**src/rtl/uart_tx_param.sv**
```systemverilog
// uart_tx_param: parametrised UART transmitter with an internal transmit FIFO.
// Frames are start, DATA_BITS payload bits (LSB first), optional parity, stop.
// Ports:
//   clk        - system clock, rising edge
//   rst        - synchronous active-high reset
//   send_data  - character to queue
//   send_ce    - write strobe, accepted when send_full is low
//   send_full  - FIFO full, writes are dropped
//   send_busy  - frame in progress or characters queued
//   fifo_count - queued characters, excluding the one on the line
//   Tx         - registered serial output, idle high
module uart_tx_param #(
  parameter int CLOCK      = 100000000,
  parameter int BAUD       = 9600,
  parameter int DATA_BITS  = 8,
  parameter int PARITY     = 0,
  parameter int STOP_BITS  = 1,
  parameter int FIFO_DEPTH = 4
) (
  input  logic                          clk,
  input  logic                          rst,
  input  logic [DATA_BITS-1:0]          send_data,
  input  logic                          send_ce,
  output logic                          send_full,
  output logic                          send_busy,
  output logic [$clog2(FIFO_DEPTH):0]   fifo_count,
  output logic                          Tx
);

  localparam int CPB = CLOCK / BAUD;
  localparam int CW  = $clog2(CPB);
  localparam int AW  = $clog2(FIFO_DEPTH);
  localparam int NW  = AW + 1;

  localparam logic [CW-1:0] CNT_LAST  = CW'(CPB - 1);
  localparam logic [3:0]    DATA_LAST = 4'(DATA_BITS - 1);
  localparam logic [3:0]    STOP_LAST = 4'(STOP_BITS - 1);
  localparam logic [NW-1:0] FULL_CNT  = NW'(FIFO_DEPTH);
  // Any mode other than odd or even sends no parity bit.
  localparam bit            HAS_PAR   = (PARITY == 1) || (PARITY == 2);
  localparam bit            ODD_PAR   = (PARITY == 1);

  localparam logic [2:0] S_IDLE   = 3'd0;
  localparam logic [2:0] S_START  = 3'd1;
  localparam logic [2:0] S_DATA   = 3'd2;
  localparam logic [2:0] S_PARITY = 3'd3;
  localparam logic [2:0] S_STOP   = 3'd4;

  logic [DATA_BITS-1:0] mem_q [FIFO_DEPTH];
  logic [AW-1:0]        wr_ptr_q, wr_ptr_d;
  logic [AW-1:0]        rd_ptr_q, rd_ptr_d;
  logic [NW-1:0]        count_q, count_d;

  logic [2:0]           state_q, state_d;
  logic [CW-1:0]        cnt_q, cnt_d;
  logic [3:0]           bit_q, bit_d;
  logic [DATA_BITS-1:0] sh_q, sh_d;
  logic                 par_q, par_d;
  logic                 tx_q, tx_d;

  logic                 full, empty, push, pop, last;
  logic [DATA_BITS-1:0] head;

  assign full  = (count_q == FULL_CNT);
  assign empty = (count_q == '0);
  // Uses the registered full flag, so a pop on the same edge
  // does not make room for a write.
  assign push  = send_ce & ~full;
  assign head  = mem_q[rd_ptr_q];
  assign last  = (cnt_q == CNT_LAST);

  always_comb begin
    state_d = state_q;
    cnt_d   = cnt_q;
    bit_d   = bit_q;
    sh_d    = sh_q;
    par_d   = par_q;
    tx_d    = tx_q;
    pop     = 1'b0;
    if (state_q != S_IDLE) begin
      cnt_d = last ? '0 : cnt_q + 1'b1;
    end
    case (state_q)
      S_IDLE: begin
        tx_d  = 1'b1;
        cnt_d = '0;
        if (!empty) begin
          pop     = 1'b1;
          sh_d    = head;
          par_d   = ODD_PAR ? ~^head : ^head;
          tx_d    = 1'b0;
          state_d = S_START;
        end
      end
      S_START: begin
        if (last) begin
          tx_d    = sh_q[0];
          bit_d   = '0;
          state_d = S_DATA;
        end
      end
      S_DATA: begin
        if (last) begin
          if (bit_q == DATA_LAST) begin
            bit_d = '0;
            if (HAS_PAR) begin
              tx_d    = par_q;
              state_d = S_PARITY;
            end else begin
              tx_d    = 1'b1;
              state_d = S_STOP;
            end
          end else begin
            bit_d = bit_q + 1'b1;
            sh_d  = sh_q >> 1;
            tx_d  = sh_q[1];
          end
        end
      end
      S_PARITY: begin
        if (last) begin
          tx_d    = 1'b1;
          bit_d   = '0;
          state_d = S_STOP;
        end
      end
      S_STOP: begin
        if (last) begin
          if (bit_q != STOP_LAST) begin
            bit_d = bit_q + 1'b1;
          end else if (!empty) begin
            // Chain straight into the next start bit.
            pop     = 1'b1;
            sh_d    = head;
            par_d   = ODD_PAR ? ~^head : ^head;
            tx_d    = 1'b0;
            bit_d   = '0;
            state_d = S_START;
          end else begin
            state_d = S_IDLE;
          end
        end
      end
      default: begin
        tx_d    = 1'b1;
        state_d = S_IDLE;
      end
    endcase
  end

  always_comb begin
    wr_ptr_d = push ? wr_ptr_q + 1'b1 : wr_ptr_q;
    rd_ptr_d = pop  ? rd_ptr_q + 1'b1 : rd_ptr_q;
    count_d  = count_q;
    case ({push, pop})
      2'b10:   count_d = count_q + 1'b1;
      2'b01:   count_d = count_q - 1'b1;
      default: count_d = count_q;
    endcase
  end

  always_ff @(posedge clk) begin
    if (push) begin
      mem_q[wr_ptr_q] <= send_data;
    end
  end

  always_ff @(posedge clk) begin
    if (rst) begin
      wr_ptr_q <= '0;
      rd_ptr_q <= '0;
      count_q  <= '0;
      state_q  <= S_IDLE;
      cnt_q    <= '0;
      bit_q    <= '0;
      sh_q     <= '0;
      par_q    <= 1'b0;
      tx_q     <= 1'b1;
    end else begin
      wr_ptr_q <= wr_ptr_d;
      rd_ptr_q <= rd_ptr_d;
      count_q  <= count_d;
      state_q  <= state_d;
      cnt_q    <= cnt_d;
      bit_q    <= bit_d;
      sh_q     <= sh_d;
      par_q    <= par_d;
      tx_q     <= tx_d;
    end
  end

  assign send_full  = full;
  assign send_busy  = (state_q != S_IDLE) | ~empty;
  assign fifo_count = count_q;
  assign Tx         = tx_q;

endmodule

```
**config.mk**
```make
export PLATFORM = sky130hd
export DESIGN_NAME = uart_tx_param
export DESIGN_NICKNAME = d
export VERILOG_FILES = /design/src/rtl/uart_tx_param.sv
export SDC_FILE = /design/constraint.sdc
export NUM_CORES = 1
export LEC_CHECK = 0
export CAP_MARGIN = 30
export CORE_ASPECT_RATIO = 1.5
export CORE_MARGIN = 2
export CORE_UTILIZATION = 54
export CTS_BUF_LIST = sky130_fd_sc_hd__clkbuf_8 sky130_fd_sc_hd__clkbuf_16
export CTS_CLUSTER_SIZE = 24
export DETAILED_ROUTE_END_ITERATION = 10
export GPL_TIMING_DRIVEN = 1
export HOLD_SLACK_MARGIN = 0.06
export PLACE_DENSITY = 0.76
export SYNTH_ARGS = -nofsm -noshare
export SYNTH_HDL_FRONTEND = slang
export SYNTH_SLANG_ARGS = --single-unit
```
**constraint.sdc**
```tcl
create_clock -name clk -period 2.5 [get_ports clk]
set_input_delay 0.25 -clock clk [delete_from_list [all_inputs] [get_ports clk]]
set_output_delay 0.25 -clock clk [all_outputs]
set_load 0.005 [all_outputs]
```
==> results of run 1 <==
## worst max-delay path by stage
stage / from / to / slack (ns)
global placement: cnt_q[1] / fifo_count[2] / 0.08
global route: cnt_q[1] / fifo_count[2] / -0.01
finish: cnt_q[1] / fifo_count[2] / 0.11
detailed placement: cnt_q[1] / fifo_count[2] / 0.001
floorplan: cnt_q[1] / fifo_count[2] / 0.003
CTS: cnt_q[0] / fifo_count[2] / 0.006
## critical path, stage by stage, from the launching register on
cell and delay [ns]:
dfxtp_4 0.37, ha_4 0.13, and4_4 0.23, and4_4 0.24
nand2_4 0.06, a21boi_2 0.15, ha_2 0.20, inv_1 0.05
fa_2 0.33, xor2_1 0.15, or3_1 0.31, a21oi_1 0.12
## final cells by class
class | instances | share of cell area [%]
Clock buffer | 9 | 3.26
Clock inverter | 7 | 2.08
Inverter | 9 | 0.890
Multi-Input combinational cell | 185 | 38.3
Sequential cell | 71 | 46.1
Tap cell | 72 | 2.37
Timing Repair Buffer | 30 | 6.99
## what timing repair did
action,in CTS,in global routing
pin swaps,2,4
endpoints found under the setup margin,1,1
gates resized for setup,1,5
buffers inserted,1,0
## kinds of logic after synthesis
| logic type | after synthesis | share of synthesized area, % |
|---|---|---|
| xor+xnor | 15 | 3.99 |
| flops | 71 | 52.9 |
| simple gates | 105 | 17.9 |
| mux | 21 | 9.53 |
| compound gates | 35 | 8.13 |
| fa+ha+maj | 9 | 3.65 |
| buf+inv | 23 | 3.91 |
## power groups by stage
| stage | Combinational, mW | Clock [mW] | Sequential (mW) |
|---|---|---|---|
| 3_3_place_gp | 0.968 | 0 | 1.55 |
| 5_1_grt | 1.11 | 0.996 | 1.55 |
| 6_report | 0.995 | 0.931 | 1.52 |
| 3_5_place_dp | 0.990 | 0 | 1.55 |
| 2_1_floorplan | 0.762 | 0 | 1.49 |
| 4_1_cts | 1.00 | 0.952 | 1.53 |
## routing by layer
metal	routed length (µm)	GRT usage [%]	vias to the layer above
met3	197	5.54	16
met5	0	0	-
met2	3130	33.6	41
met4	153	10.0	0
li1	-	-	1066
met1	2260	21.4	1025
## cell usage after synthesis (all sizes together) (4+ instances only)
library cell | n | area share, %
a21oi | 11 | 1.7
nor2b | 8 | 1.5
ha | 8 | 3.0
and3 | 7 | 1.4
xor2 | 7 | 1.9
inv | 9 | 1.0
and2 | 5 | 0.95
nor3 | 5 | 0.76
xnor2 | 8 | 2.1
edfxtp | 32 | 29
buf | 6 | 1.1
mux2i | 10 | 3.0
nor2 | 38 | 4.3
a211oi | 7 | 1.9
o21ai | 4 | 0.61
nand2 | 9 | 1.0
mux4 | 8 | 5.5
and4 | 4 | 1.2
dfxtp | 39 | 24
nand3 | 9 | 1.4
clkbuf | 8 | 1.8
## flip-flops by register name, summed over array words and instances, names as in the netlist, named ones only
name,flops
bit_q,4
mem_q,32
fifo_count,3
state_q,3
cnt_q,14
wr_ptr_q,2
sh_q,8
Tx,1
rd_ptr_q,2
## per-stage QoR
step / hold slack, ns / cells
floorplan: 0.349 / 279
global placement: 0.409 / 366
detailed placement: 0.418 / 366
CTS: 0.430 / 383
global route: 0.463 / 383
finish: 0.444 / 383
==> impl_metrics.prom, run 1 <==
# TYPE chip_impl_metric gauge
chip_impl_metric{name="ys_seq_area_share",unit="%"} 52.9
chip_impl_metric{name="synthesized_cell_area",unit="µm²"} 3290
chip_impl_metric{name="final.fill_count",unit=""} 443
chip_impl_metric{name="netSwitchingFraction",unit="%"} 30.8
chip_impl_metric{name="netlist_instances",unit=""} 279
chip_impl_metric{name="placed_area",unit="µm²"} 3560
chip_impl_metric{name="grt_first_pass_wirelength",unit="µm"} 9790
chip_impl_metric{name="global_router_s_overall_resource_usage",unit="%"} 19.6
chip_impl_metric{name="routed_wirelength",unit="µm"} 5740
chip_impl_info{name="unrepaired_setup_endpoints_after_global_routing",value="true"} 1
chip_impl_metric{name="routabilityCongestion",unit=""} 0.838
chip_impl_metric{name="total_power",unit="mW"} 3.45
chip_impl_metric{name="leakage_power_of_the_design",unit="nW"} 1.34
chip_impl_metric{name="cts_max_level",unit=""} 3
chip_impl_metric{name="post_route_cell_area",unit="µm²"} 3800
chip_impl_metric{name="setup_viol",unit=""} 0
chip_impl_metric{name="worstRegToRegCells",unit=""} 11
chip_impl_metric{name="cts_buffer_depth",unit=""} 2
chip_impl_metric{name="final-seq-area",unit="µm²"} 1750
chip_impl_metric{name="post_synth_num_cell_types",unit=""} 56
chip_impl_metric{name="worst_slew_pin_slew",unit="ns"} 0.667
chip_impl_metric{name="period_share",unit="%"} 95.6
chip_impl_metric{name="postLayoutCoreUtil",unit="%"} 65.1
chip_impl_metric{name="n_antenna_cell",unit=""} 0
chip_impl_metric{name="clock-sinks",unit=""} 71
chip_impl_metric{name="cts-buffers-inserted",unit=""} 9
chip_impl_metric{name="ys.warnings.count",unit=""} 0
chip_impl_metric{name="top_level_ports",unit=""} 17
chip_impl_metric{name="peak_freq",unit="MHz"} 419
chip_impl_metric{name="floorplan.die.height",unit="µm"} 99.7
chip_impl_metric{name="post-route-worst-setup-slack",unit="ns"} 0.111
chip_impl_info{name="worst_hold_path.endpoint",value="cnt_q[0]"} 1
chip_impl_metric{name="drc_viols",unit=""} 0
chip_impl_metric{name="hold_viol",unit=""} 0
chip_impl_metric{name="routedWlPerCell",unit="µm"} 15.0
chip_impl_metric{name="maxCapViolations",unit=""} 0
chip_impl_metric{name="dp_wirelength",unit="µm"} 4150
chip_impl_info{name="tritoncts",value="done"} 1
chip_impl_metric{name="vdd_drop_max",unit="mV"} 1.02
chip_impl_metric{name="worst-endpoint-required",unit="ns"} 2.79
chip_impl_metric{name="netSwitchingPower",unit="mW"} 1.06
chip_impl_info{name="cts_root_buffer",value="clkbuf_8"} 1
chip_impl_metric{name="final_antenna_net_count",unit=""} 0
chip_impl_metric{name="internal-power",unit="mW"} 2.39
chip_impl_metric{name="comb_power_share",unit="%"} 28.8
chip_impl_metric{name="antenna_found_initial",unit=""} 0
chip_impl_metric{name="synth-async-reset-ratio",unit="%"} 0
chip_impl_metric{name="vias_in_the_first_global_route",unit=""} 2217
chip_impl_metric{name="worst-path-max-fanout",unit=""} 3
chip_impl_info{name="criticalPathCategory",value="flip-flop to flip-flop"} 1
chip_impl_metric{name="floorplan.die_area",unit="µm²"} 6750
chip_impl_metric{name="pre_cts_slack",unit="ns"} 0.00108
chip_impl_metric{name="timing.final.crit_period",unit="ns"} 2.39
chip_impl_metric{name="tns",unit="ns"} 0
chip_impl_metric{name="synth-edff-count",unit=""} 32
chip_impl_metric{name="worst_clock_skew",unit="ns"} 0.0144
chip_impl_info{name="timing.hold.worst.start",value="cnt_q[0]"} 1
chip_impl_metric{name="layout-area-overhead-vs-synth",unit="%"} 15.2
chip_impl_metric{name="ctsHoldBuffers",unit=""} 0
chip_impl_info{name="run_status",value="finished clean"} 1
chip_impl_metric{name="grt.overflow.total",unit=""} 0
chip_impl_metric{name="core_region_area",unit="µm²"} 5830
chip_impl_info{name="most_common_library_cell_in_the_layout_ignoring_fill_and_taps",value="nor2_1"} 1
chip_impl_metric{name="detail_route.iter0.violations",unit=""} 80
chip_impl_metric{name="placement_rows",unit=""} 34
chip_impl_metric{name="fraction_of_power_consumed_by_the_clock_network",unit="%"} 27.0
chip_impl_metric{name="worstHoldPathCells",unit=""} 1
chip_impl_metric{name="drive_above_1_share",unit="%"} 20.9
chip_impl_metric{name="multi_input_area",unit="µm²"} 1460
chip_impl_metric{name="syn_area_per_cell",unit="µm²"} 11.8
chip_impl_metric{name="route.detailed.vias_per_inst",unit=""} 5.61
chip_impl_metric{name="chipWidth",unit="µm"} 67.8
chip_impl_info{name="terminus_of_the_critical_flop_to_flop_path",value="fifo_count[2]"} 1
chip_impl_metric{name="power.density_cell_area",unit="nW/µm²"} 909
chip_impl_metric{name="cp_data_arrival_time",unit="ns"} 2.68
chip_impl_metric{name="ys_ff_latch",unit=""} 71
chip_impl_metric{name="finalNetCount",unit=""} 326
chip_impl_info{name="critPathCaptureType",value="flip-flop"} 1
chip_impl_metric{name="synth_fp_nets",unit=""} 299
chip_impl_info{name="ys_dominant_reg_cell",value="dfxtp_1"} 1
chip_impl_metric{name="seq_power_share",unit="%"} 44.2
chip_impl_metric{name="initial_utilization",unit="%"} 56.5
chip_impl_metric{name="timing_max_transition_violations_final",unit=""} 0
chip_impl_metric{name="via_count",unit=""} 2148
chip_impl_info{name="timing.critical_path.from_type",value="flip-flop"} 1
chip_impl_metric{name="pin_count_of_the_biggest_net_entering_global_routing",unit=""} 27
chip_impl_metric{name="drtPass1Iterations",unit=""} 4
chip_impl_metric{name="clk_pin_slew_worst_paths",unit="ns"} 0.08
chip_impl_metric{name="buffer_ports.inserted",unit=""} 16
chip_impl_metric{name="clock_insertion_delay_worst_skew",unit="ns"} 0.35
chip_impl_metric{name="slew-limit-headroom",unit="%"} 54.4
chip_impl_info{name="layout.cells.most_common_list",value="38 x nor2_1, 37 x dfxtp_1, 32 x edfxtp_1"} 1
chip_impl_metric{name="ff2ff_setup_slack",unit="ns"} 0.11
chip_impl_info{name="min-delay-path-class",value="flip-flop to flip-flop"} 1
chip_impl_info{name="worst_r2r_startpoint",value="cnt_q[1]"} 1
Note: power is estimated with default switching activity, not from simulation.
==> run 2, diff against run 1 <==
--- a/config.mk
+++ b/config.mk
@@ -13,7 +13,7 @@
 export CTS_CLUSTER_SIZE = 24
 export DETAILED_ROUTE_END_ITERATION = 10
 export GPL_TIMING_DRIVEN = 1
-export HOLD_SLACK_MARGIN = 0.06
+export HOLD_SLACK_MARGIN = 0.02
 export PLACE_DENSITY = 0.76
 export SYNTH_ARGS = -nofsm -noshare
 export SYNTH_HDL_FRONTEND = slang
==> results of run 2 <==
Same layout as run 1: the final DEF is identical, and so are final timing and power.
==> run 3, diff against run 2 <==
--- a/config.mk
+++ b/config.mk
@@ -7,7 +7,7 @@
 export LEC_CHECK = 0
 export CAP_MARGIN = 30
 export CORE_ASPECT_RATIO = 1.5
-export CORE_MARGIN = 2
+export CORE_MARGIN = 1.5
 export CORE_UTILIZATION = 54
 export CTS_BUF_LIST = sky130_fd_sc_hd__clkbuf_8 sky130_fd_sc_hd__clkbuf_16
 export CTS_CLUSTER_SIZE = 24
==> run 3 against run 2 <==
Against the previous run:
- sequential power hardly changed
- die area fell by 2.5%
- final cell count increased by 0.52%
- clock skew is 0.0064 ns lower
- sequential share of layout area grew 0.056 points
- clock power is 7.6% lower
- critical path type unchanged
- largest cell class unchanged
==> impl_metrics.prom, run 3 (synthesis gave the netlist of run 1 again) <==
# TYPE chip_impl_metric gauge
chip_impl_metric{name="worst_slew_pin_slew",unit="ns"} 0.649
chip_impl_metric{name="drtPass1Iterations",unit=""} 4
chip_impl_metric{name="core_region_area",unit="µm²"} 5830
chip_impl_metric{name="n_antenna_cell",unit=""} 0
chip_impl_metric{name="placement_rows",unit=""} 34
chip_impl_metric{name="timing_max_transition_violations_final",unit=""} 0
chip_impl_metric{name="dp_wirelength",unit="µm"} 4190
chip_impl_metric{name="final.fill_count",unit=""} 457
chip_impl_metric{name="worstRegToRegCells",unit=""} 11
chip_impl_metric{name="cts-buffers-inserted",unit=""} 9
chip_impl_metric{name="total_power",unit="mW"} 3.39
chip_impl_metric{name="via_count",unit=""} 2152
chip_impl_metric{name="buffer_ports.inserted",unit=""} 16
chip_impl_metric{name="power.density_cell_area",unit="nW/µm²"} 894
chip_impl_metric{name="worst-path-max-fanout",unit=""} 3
chip_impl_metric{name="grt.overflow.total",unit=""} 0
chip_impl_metric{name="clk_pin_slew_worst_paths",unit="ns"} 0.09
chip_impl_info{name="run_status",value="finished clean"} 1
chip_impl_metric{name="worst-endpoint-required",unit="ns"} 2.78
chip_impl_info{name="crit_path_top_delay_cell",value="dfxtp_4"} 1
chip_impl_metric{name="routed_wirelength",unit="µm"} 5780
chip_impl_metric{name="tns",unit="ns"} 0
chip_impl_metric{name="maxCapViolations",unit=""} 0
chip_impl_metric{name="hold_viol",unit=""} 0
chip_impl_metric{name="slew-limit-headroom",unit="%"} 55.6
chip_impl_info{name="critPathCaptureType",value="flip-flop"} 1
chip_impl_metric{name="clock_insertion_delay_worst_skew",unit="ns"} 0.35
chip_impl_metric{name="layout-area-overhead-vs-synth",unit="%"} 14.9
chip_impl_metric{name="cts_max_level",unit=""} 3
chip_impl_metric{name="ctsHoldBuffers",unit=""} 0
chip_impl_info{name="cts_root_buffer",value="clkbuf_8"} 1
chip_impl_info{name="path_cells",value="ha_4 -> and4_4 -> and4_4 -> nand2_2 -> a21boi_2 -> ha_2 -> inv_1 -> fa_2 -> xor2_1 -> or3_1 -> a21oi_1"} 1
chip_impl_info{name="critical_path_most_common_cell",value="and4_4"} 1
chip_impl_metric{name="cts_buffer_depth",unit=""} 2
chip_impl_metric{name="global_router_s_overall_resource_usage",unit="%"} 19.3
chip_impl_metric{name="antenna_found_initial",unit=""} 0
chip_impl_metric{name="routabilityCongestion",unit=""} 0.831
chip_impl_info{name="unrepaired_setup_endpoints_after_global_routing",value="false"} 1
chip_impl_metric{name="chipWidth",unit="µm"} 66.8
chip_impl_metric{name="cp_data_arrival_time",unit="ns"} 2.69
chip_impl_metric{name="drive_above_1_share",unit="%"} 21.4
chip_impl_metric{name="final_antenna_net_count",unit=""} 0
chip_impl_metric{name="finalNetCount",unit=""} 328
chip_impl_metric{name="pin_count_of_the_biggest_net_entering_global_routing",unit=""} 25
chip_impl_info{name="layout.cells.most_common_list",value="38 x nor2_1, 37 x dfxtp_1, 32 x edfxtp_1"} 1
chip_impl_info{name="min-delay-path-class",value="flip-flop to flip-flop"} 1
chip_impl_info{name="tritoncts",value="done"} 1
chip_impl_metric{name="detail_route.iter0.violations",unit=""} 51
chip_impl_metric{name="peak_freq",unit="MHz"} 414
chip_impl_metric{name="vias_in_the_first_global_route",unit=""} 2156
chip_impl_metric{name="worst_clock_skew",unit="ns"} 0.00807
chip_impl_metric{name="clock-sinks",unit=""} 71
chip_impl_metric{name="route.detailed.vias_per_inst",unit=""} 5.59
chip_impl_metric{name="postLayoutCoreUtil",unit="%"} 65.0
chip_impl_metric{name="final_cell_count_no_fill",unit=""} 385
chip_impl_metric{name="top_level_ports",unit=""} 17
chip_impl_info{name="most_common_library_cell_in_the_layout_ignoring_fill_and_taps",value="nor2_1"} 1
chip_impl_metric{name="timing.final.crit_period",unit="ns"} 2.42
chip_impl_metric{name="largest_register_ffs",unit=""} 32
chip_impl_metric{name="leakage_power_of_the_design",unit="nW"} 1.35
chip_impl_info{name="criticalPathCategory",value="flip-flop to flip-flop"} 1
chip_impl_info{name="timing.critical_path.from_type",value="flip-flop"} 1
chip_impl_metric{name="drc_viols",unit=""} 0
chip_impl_metric{name="critPathMaxStageDelay",unit="ns"} 0.37
chip_impl_metric{name="routedWlPerCell",unit="µm"} 15.0
chip_impl_metric{name="worstHoldPathCells",unit=""} 2
chip_impl_metric{name="setup_viol",unit=""} 0
chip_impl_info{name="top_register",value="mem_q"} 1
chip_impl_metric{name="initial_utilization",unit="%"} 56.5
chip_impl_info{name="reg.largest.list",value="mem_q: 32 flops, cnt_q: 14 flops, sh_q: 8 flops"} 1
chip_impl_metric{name="floorplan.die.height",unit="µm"} 98.7
chip_impl_metric{name="placed_cells_incl_taps",unit=""} 367
chip_impl_metric{name="vdd_drop_max",unit="mV"} 0.651
chip_impl_metric{name="grt_first_pass_wirelength",unit="µm"} 9500
chip_impl_metric{name="floorplan.die_area",unit="µm²"} 6590
chip_impl_metric{name="period_share",unit="%"} 96.6
run 3: changes by cell type in the layout (fill, tap and decap cells not counted):
| cell | previous run | this run |
|---|---|---|
| bufinv_16 | 1 | 0 |
| nand2_4 | 1 | 0 |
| dfxtp_2 | 0 | 1 |
| buf_4 | 14 | 16 |
| nand2_2 | 0 | 1 |
| inv_8 | 0 | 1 |
| clkinvlp_4 | 3 | 2 |
| clkinv_4 | 0 | 1 |
| dfxtp_4 | 2 | 1 |
run 3: routing by layer:
metal / up-vias / global-route usage, % / wire length (µm)
met5: - / 0 / 0
met3: 11 / 3.88 / 126
met1: 1039 / 21.1 / 2330
met2: 34 / 34.6 / 3220
li1: 1068 / - / -
met4: 0 / 9.26 / 104
run 3: where the power goes:
| part | switching, mW | total [mW] | internal [mW] |
|---|---|---|---|
| Combinational | 0.483 | 1.01 | 0.522 |
| Clock | 0.481 | 0.860 | 0.379 |
| Sequential | 0.122 | 1.52 | 1.40 |
| Total | 1.09 | 3.39 | 2.30 |
run 3: cell type report:
type / instances / area [µm²] / area share [%]
timing repair buffer: 32 / 280 / 7.40
inverter: 9 / 33.8 / 0.892
sequential: 71 / 1750 / 46.1
tap: 72 / 90.1 / 2.38
clock inverter: 7 / 61.3 / 1.62
clock buffer: 9 / 124 / 3.27
multi-input combinational: 185 / 1450 / 38.3
run 3: per-stage QoR:
stage / instance area [µm²] / hold WS, ns / setup WS (ns)
CTS: 3770 / 0.482 / 0.0134
detailed placement: 3570 / 0.420 / 0.00951
global placement: 3570 / 0.410 / 0.0803
global route: 3790 / 0.521 / 0.0111
floorplan: 3310 / 0.349 / 0.00297
finish: 3790 / 0.481 / 0.0839
run 3: what timing repair did:
| item | CTS | global route |
|---|---|---|
| resized for setup | 1 | 3 |
| setup buffers | 2 | 0 |
| setup endpoints to repair | 1 | 1 |
| pin swaps | 2 | 4 |
run 3: final timing paths:
kind,startpoint,endpoint,slack [ns]
max,cnt_q[1],fifo_count[2],0.08
min,sh_q[7],sh_q[7],0.48
max reg2reg,cnt_q[1],fifo_count[2],0.08
min reg2reg,sh_q[7],sh_q[7],0.48
run 3: worst max-delay path, delay by kind of cell (launching register included):
family                   cells  cell delay [ns]
AND/OR/NAND/NOR              4             0.82
adder cells (fa/ha/maj)      3             0.66
flip-flops                   1             0.37
AO/OA/AOI/OAI                2             0.28
XOR/XNOR                     1             0.15
buffers and inverters        1             0.05
==> variant 1: new RTL, config.mk and constraints of run 2 <==
Register the output `fifo_count` once more, cleared by the reset; this adds one clock of latency there. The other outputs are not delayed to match.
--- a/src/rtl/uart_tx_param.sv
+++ b/src/rtl/uart_tx_param.sv
@@ -192,5 +192,11 @@
   assign send_full  = full;
   assign send_busy  = (state_q != S_IDLE) | ~empty;
-  assign fifo_count = count_q;
+  always_ff @(posedge clk) begin
+    if (rst) begin
+      fifo_count <= '0;
+    end else begin
+      fifo_count <= count_q;
+    end
+  end
   assign Tx         = tx_q;
 
Behaviour: not the same (a bounded check fails within 4 cycles, from zero or initial values and one cycle with rst high).
==> variant 1 against run 2 <==
- total power grew 14%
- design area grew 6.5%
- count of clock-buffer cells in the layout is the same
- first-iteration DRC count grew 24%
- sequential cell count grew 3
- via count grew 7.9%
- routed wire length grew 3.8%
- non-clock buffer count grew 25
- synthesized area grew 0.61%
- clock skew shrank 0.0077 ns
- utilization grew 1.8 points
- setup slack lost 0.081 ns
- largest power group unchanged
==> variant 1: results (changes against run 2) <==
Min path
The destination of the worst hold path is rd_ptr_q[1]. The startpoint of the most critical hold path is rd_ptr_q[1]. The cell count of the worst hold path is 2 (+1).

Timing
The worst clock skew on the final layout was 0.00674 ns (-0.00770 ns). The worst hold slack after final layout was 0.497 ns (+0.0528 ns).

Global route
The total track usage was 19.9% (+0.33 points). The wire length of the first global-routing pass came to 10100 um (+3.5%). The maximum number of pins on one net before global-route repair was 17 (-37%). The number of global-route vias before repair is 2298 (+3.7%).

Route
The initial DRC count is 99 (+24%). The length of routed met2 wiring came to 3240 um (+3.5%). The average wire length per cell after detail routing is 14.3 um (-4.4%). The met3 routed wirelength is 209 um (+6.1%). The post-detailed-route via-to-cell ratio is 5.57 (-0.65%).

Placement
The post-DP HPWL is 4330 um (+4.3%). The worst slack after detailed placement was -0.145 ns (-0.146 ns). The placer congestion estimate is 0.853 (+1.9%). The number of placed instances, taps included is 396 (+8.2%).

Critical path
The data arrival time of the critical path was 2.75 ns (+0.07 ns). The register-to-register setup slack was 0.03 ns (-0.08 ns). The number of cells traversed by the worst register-to-register path is 12 (+1).

The worst register-to-register path ends at count_q[2]. In this run the critical register-to-register path is launched from bit_q[1]. The top fanout value on the critical path is 2 (-1).

Status
The flow ran to the end, and the final reports show no timing, DRC or antenna violations.

Logic synthesis
The multiplexer fraction of the synthesized cell area is 8.49% (-1.0 points). The fraction of synthesized cell area taken by the top area cell type is 29.0% (-0.18 points). The xor/xnor share of the synthesized area came to 3.96% (-0.024 points).

Power
The maximum vdd drop is 825 uV (-19%). The static power due to leakage is 1.46 nW (+9.2%).

Clock network
The buffer count from post-CTS setup fixing was 3 (+2).

Finish
The final cell count without fillers is 416 (+8.6%). The number of nets in the final layout is 357 (+9.5%). The number of fill cells in the layout is 467 (+5.4%).
==> variant 1: layer usage <==
| layer | global-route usage, % | vias to the layer above |
|---|---|---|
| met5 | 0 | - |
| met4 | 8.15 | 0 |
| met3 | 5.83 | 12 |
| met2 | 35.5 | 43 |
| met1 | 21.3 | 1114 |
| li1 | - | 1149 |
==> variant 1: power breakdown <==
part	total [mW]	switching, mW	internal, mW	leakage, nW
sequential	1.60	0.133	1.46	0.636
clock	0.952	0.475	0.478	0.0988
combinational	1.37	0.683	0.688	0.727
total	3.92	1.29	2.63	1.46
==> variant 1: final cells by class <==
type	count	area, um2	share of cell area, %
flip-flops and latches	74	1800	44.6
multi-input cells	186	1450	35.8
repair buffers	55	453	11.2
clock buffers	9	124	3.06
well taps	74	92.6	2.29
clock inverters	7	82.6	2.04
inverters	11	41.3	1.02
==> variant 2: new RTL, settings of run 2 <==
Made on the original files. Change the parameter `PARITY` from 0 to 1.
--- a/src/rtl/uart_tx_param.sv
+++ b/src/rtl/uart_tx_param.sv
@@ -14,5 +14,5 @@
   parameter int BAUD       = 9600,
   parameter int DATA_BITS  = 8,
-  parameter int PARITY     = 0,
+  parameter int PARITY     = 1,
   parameter int STOP_BITS  = 1,
   parameter int FIFO_DEPTH = 4
Check against the original RTL: no difference found for any inputs over 10 cycles, from zero or initial values and one cycle with rst high; that may be too few to reach the edited logic, so the function may still have changed.
==> variant 2 against run 2 <==
- design area grew 4.0%
- non-clock buffer count grew 16
- total power grew 18%
- routed wire length grew 5.2%
- sequential cell count grew 1
- largest cell class unchanged
- combinational power grew 58%
- clock power grew 3.8%
- setup slack lost 0.17 ns
- maximum frequency shrank 6.8%
- the run now ends with setup timing left
- synthesized area shrank 0.11%
- via count grew 7.5%
- final cell count grew 6.8%
==> variant 2: results (changes against run 2) <==
Placement
The placer congestion estimate is 0.791 (-5.5%). The post-DP HPWL is 4320 um (+4.0%).

Route
The detailed-route wire length on metal 1 is 2400 um (+6.1%). The length of routed met2 wiring is 3330 um (+6.3%). The post-detailed-route via-to-cell ratio is 5.65 (+0.66%). The average wire length per cell after detail routing is 14.8 um (-1.5%).

The initial DRC count is 53 (-34%).

Finish
The number of nets in the final layout is 352 (+8.0%). The final cell count without fillers is 409 (+6.8%).

Critical path
The data arrival time of the critical path is 2.85 ns (+0.17 ns). On the critical path, the stage with the largest delay is an instance of or3b_4. The top fanout value on the critical path was 2 (-1).

Status
The run finished, with violations left. The checks that failed: setup timing.

Global route
The wire length of the first global-routing pass is 10300 um (+5.1%). The number of global-route vias before repair was 2318 (+4.6%). The maximum number of pins on one net before global-route repair is 22 (-19%). The total track usage was 20.6% (+1.0 points).

Logic synthesis
The synthesized instance count is 288 (+3.2%). The share of synthesized area occupied by flip-flops and latches is 53.5% (+0.67 points). The unique cell type count in the Yosys netlist was 49 (-13%). The number of nets produced by synthesis came to 308 (+3.0%).

Power
The static power due to leakage is 1.39 nW (+4.0%). The maximum vdd drop was 610 uV (-40%).

Timing
The measured slew at the worst slew-check pin is 0.629 ns (-0.0374 ns). The setup-violating endpoint count in the final report is 1 (+1). The worst clock skew on the final layout is 0.00679 ns (-0.00765 ns). The slack of the critical path is -0.0642 ns (-0.175 ns).
==> variant 2: path summary, 6_finish.rpt <==
path                        end  slack, ns  startpoint  cells after the start
hold / removal            par_q       0.47       par_q                      2
setup reg to reg  fifo_count[2]      -0.06    bit_q[1]                     11
setup / recovery  fifo_count[2]      -0.06    bit_q[1]                     11
hold reg to reg           par_q       0.47       par_q                      2
==> variant 2: layout make-up <==
| cell class | count | area (um2) |
|---|---|---|
| fillers | 437 | 1880 |
| flip-flops and latches | 72 | 1770 |
| multi-input cells | 193 | 1460 |
| repair buffers | 46 | 385 |
| clock buffers | 9 | 124 |
| well taps | 72 | 90.1 |
| clock inverters | 7 | 86.3 |
| inverters | 10 | 37.5 |
==> variant 2: power by group <==
part / leakage (nW) / internal (mW) / switching [mW]
sequential: 0.621 / 1.42 / 0.114
combinational: 0.667 / 0.790 / 0.782
clock: 0.104 / 0.483 / 0.484
==> variant 2: per-layer routing <==
layer / up-vias / global-route usage (%)
met4: 0 / 8.63
li1: 1146 / -
met2: 44 / 36.6
met3: 11 / 4.86
met5: - / 0
met1: 1108 / 22.9
==> variant 2: worst max-delay path: cells and delay by family (launching register included) <==
family,cells,cell delay (ns)
AO/OA/AOI/OAI,2,0.44
XOR/XNOR,1,0.16
adder cells (fa/ha/maj),3,0.64
buffers and inverters,2,0.11
flip-flops,1,0.32
AND/OR/NAND/NOR,3,0.83
==> variant 2: kinds of logic after synthesis <==
| kind of cell | synth area share (%) |
|---|---|
| compound gates | 9.09 |
| xor+xnor | 5.32 |
| fa+ha+maj | 3.65 |
| buf+inv | 2.93 |
| flops | 53.5 |
| mux | 8.25 |
| simple gates | 17.2 |
==> variant 2: repair_timing <==
action / 4_1_cts / 5_1_grt
setup endpoints to repair: 2 / 2
setup buffers: 2 / 1
pin swaps: 4 / 0
gates resized for setup: 1 / 1
==> variant 2: stage by stage <==
step | utilization [%] | setup WS (ns) | hold slack (ns) | setup TNS (ns) | area, um2
final | 67.7 | -0.0642 | 0.474 | -0.0642 | 3950
after global routing | 67.7 | -0.165 | 0.496 | -0.171 | 3950
after CTS | 67.6 | -0.0403 | 0.475 | -0.0403 | 3940
after detailed placement | 63.7 | -0.118 | 0.464 | -0.118 | 3710
after global placement | 63.7 | -0.0100 | 0.455 | -0.0100 | 3710
after floorplan | - | -0.0640 | 0.349 | -0.0640 | 3320
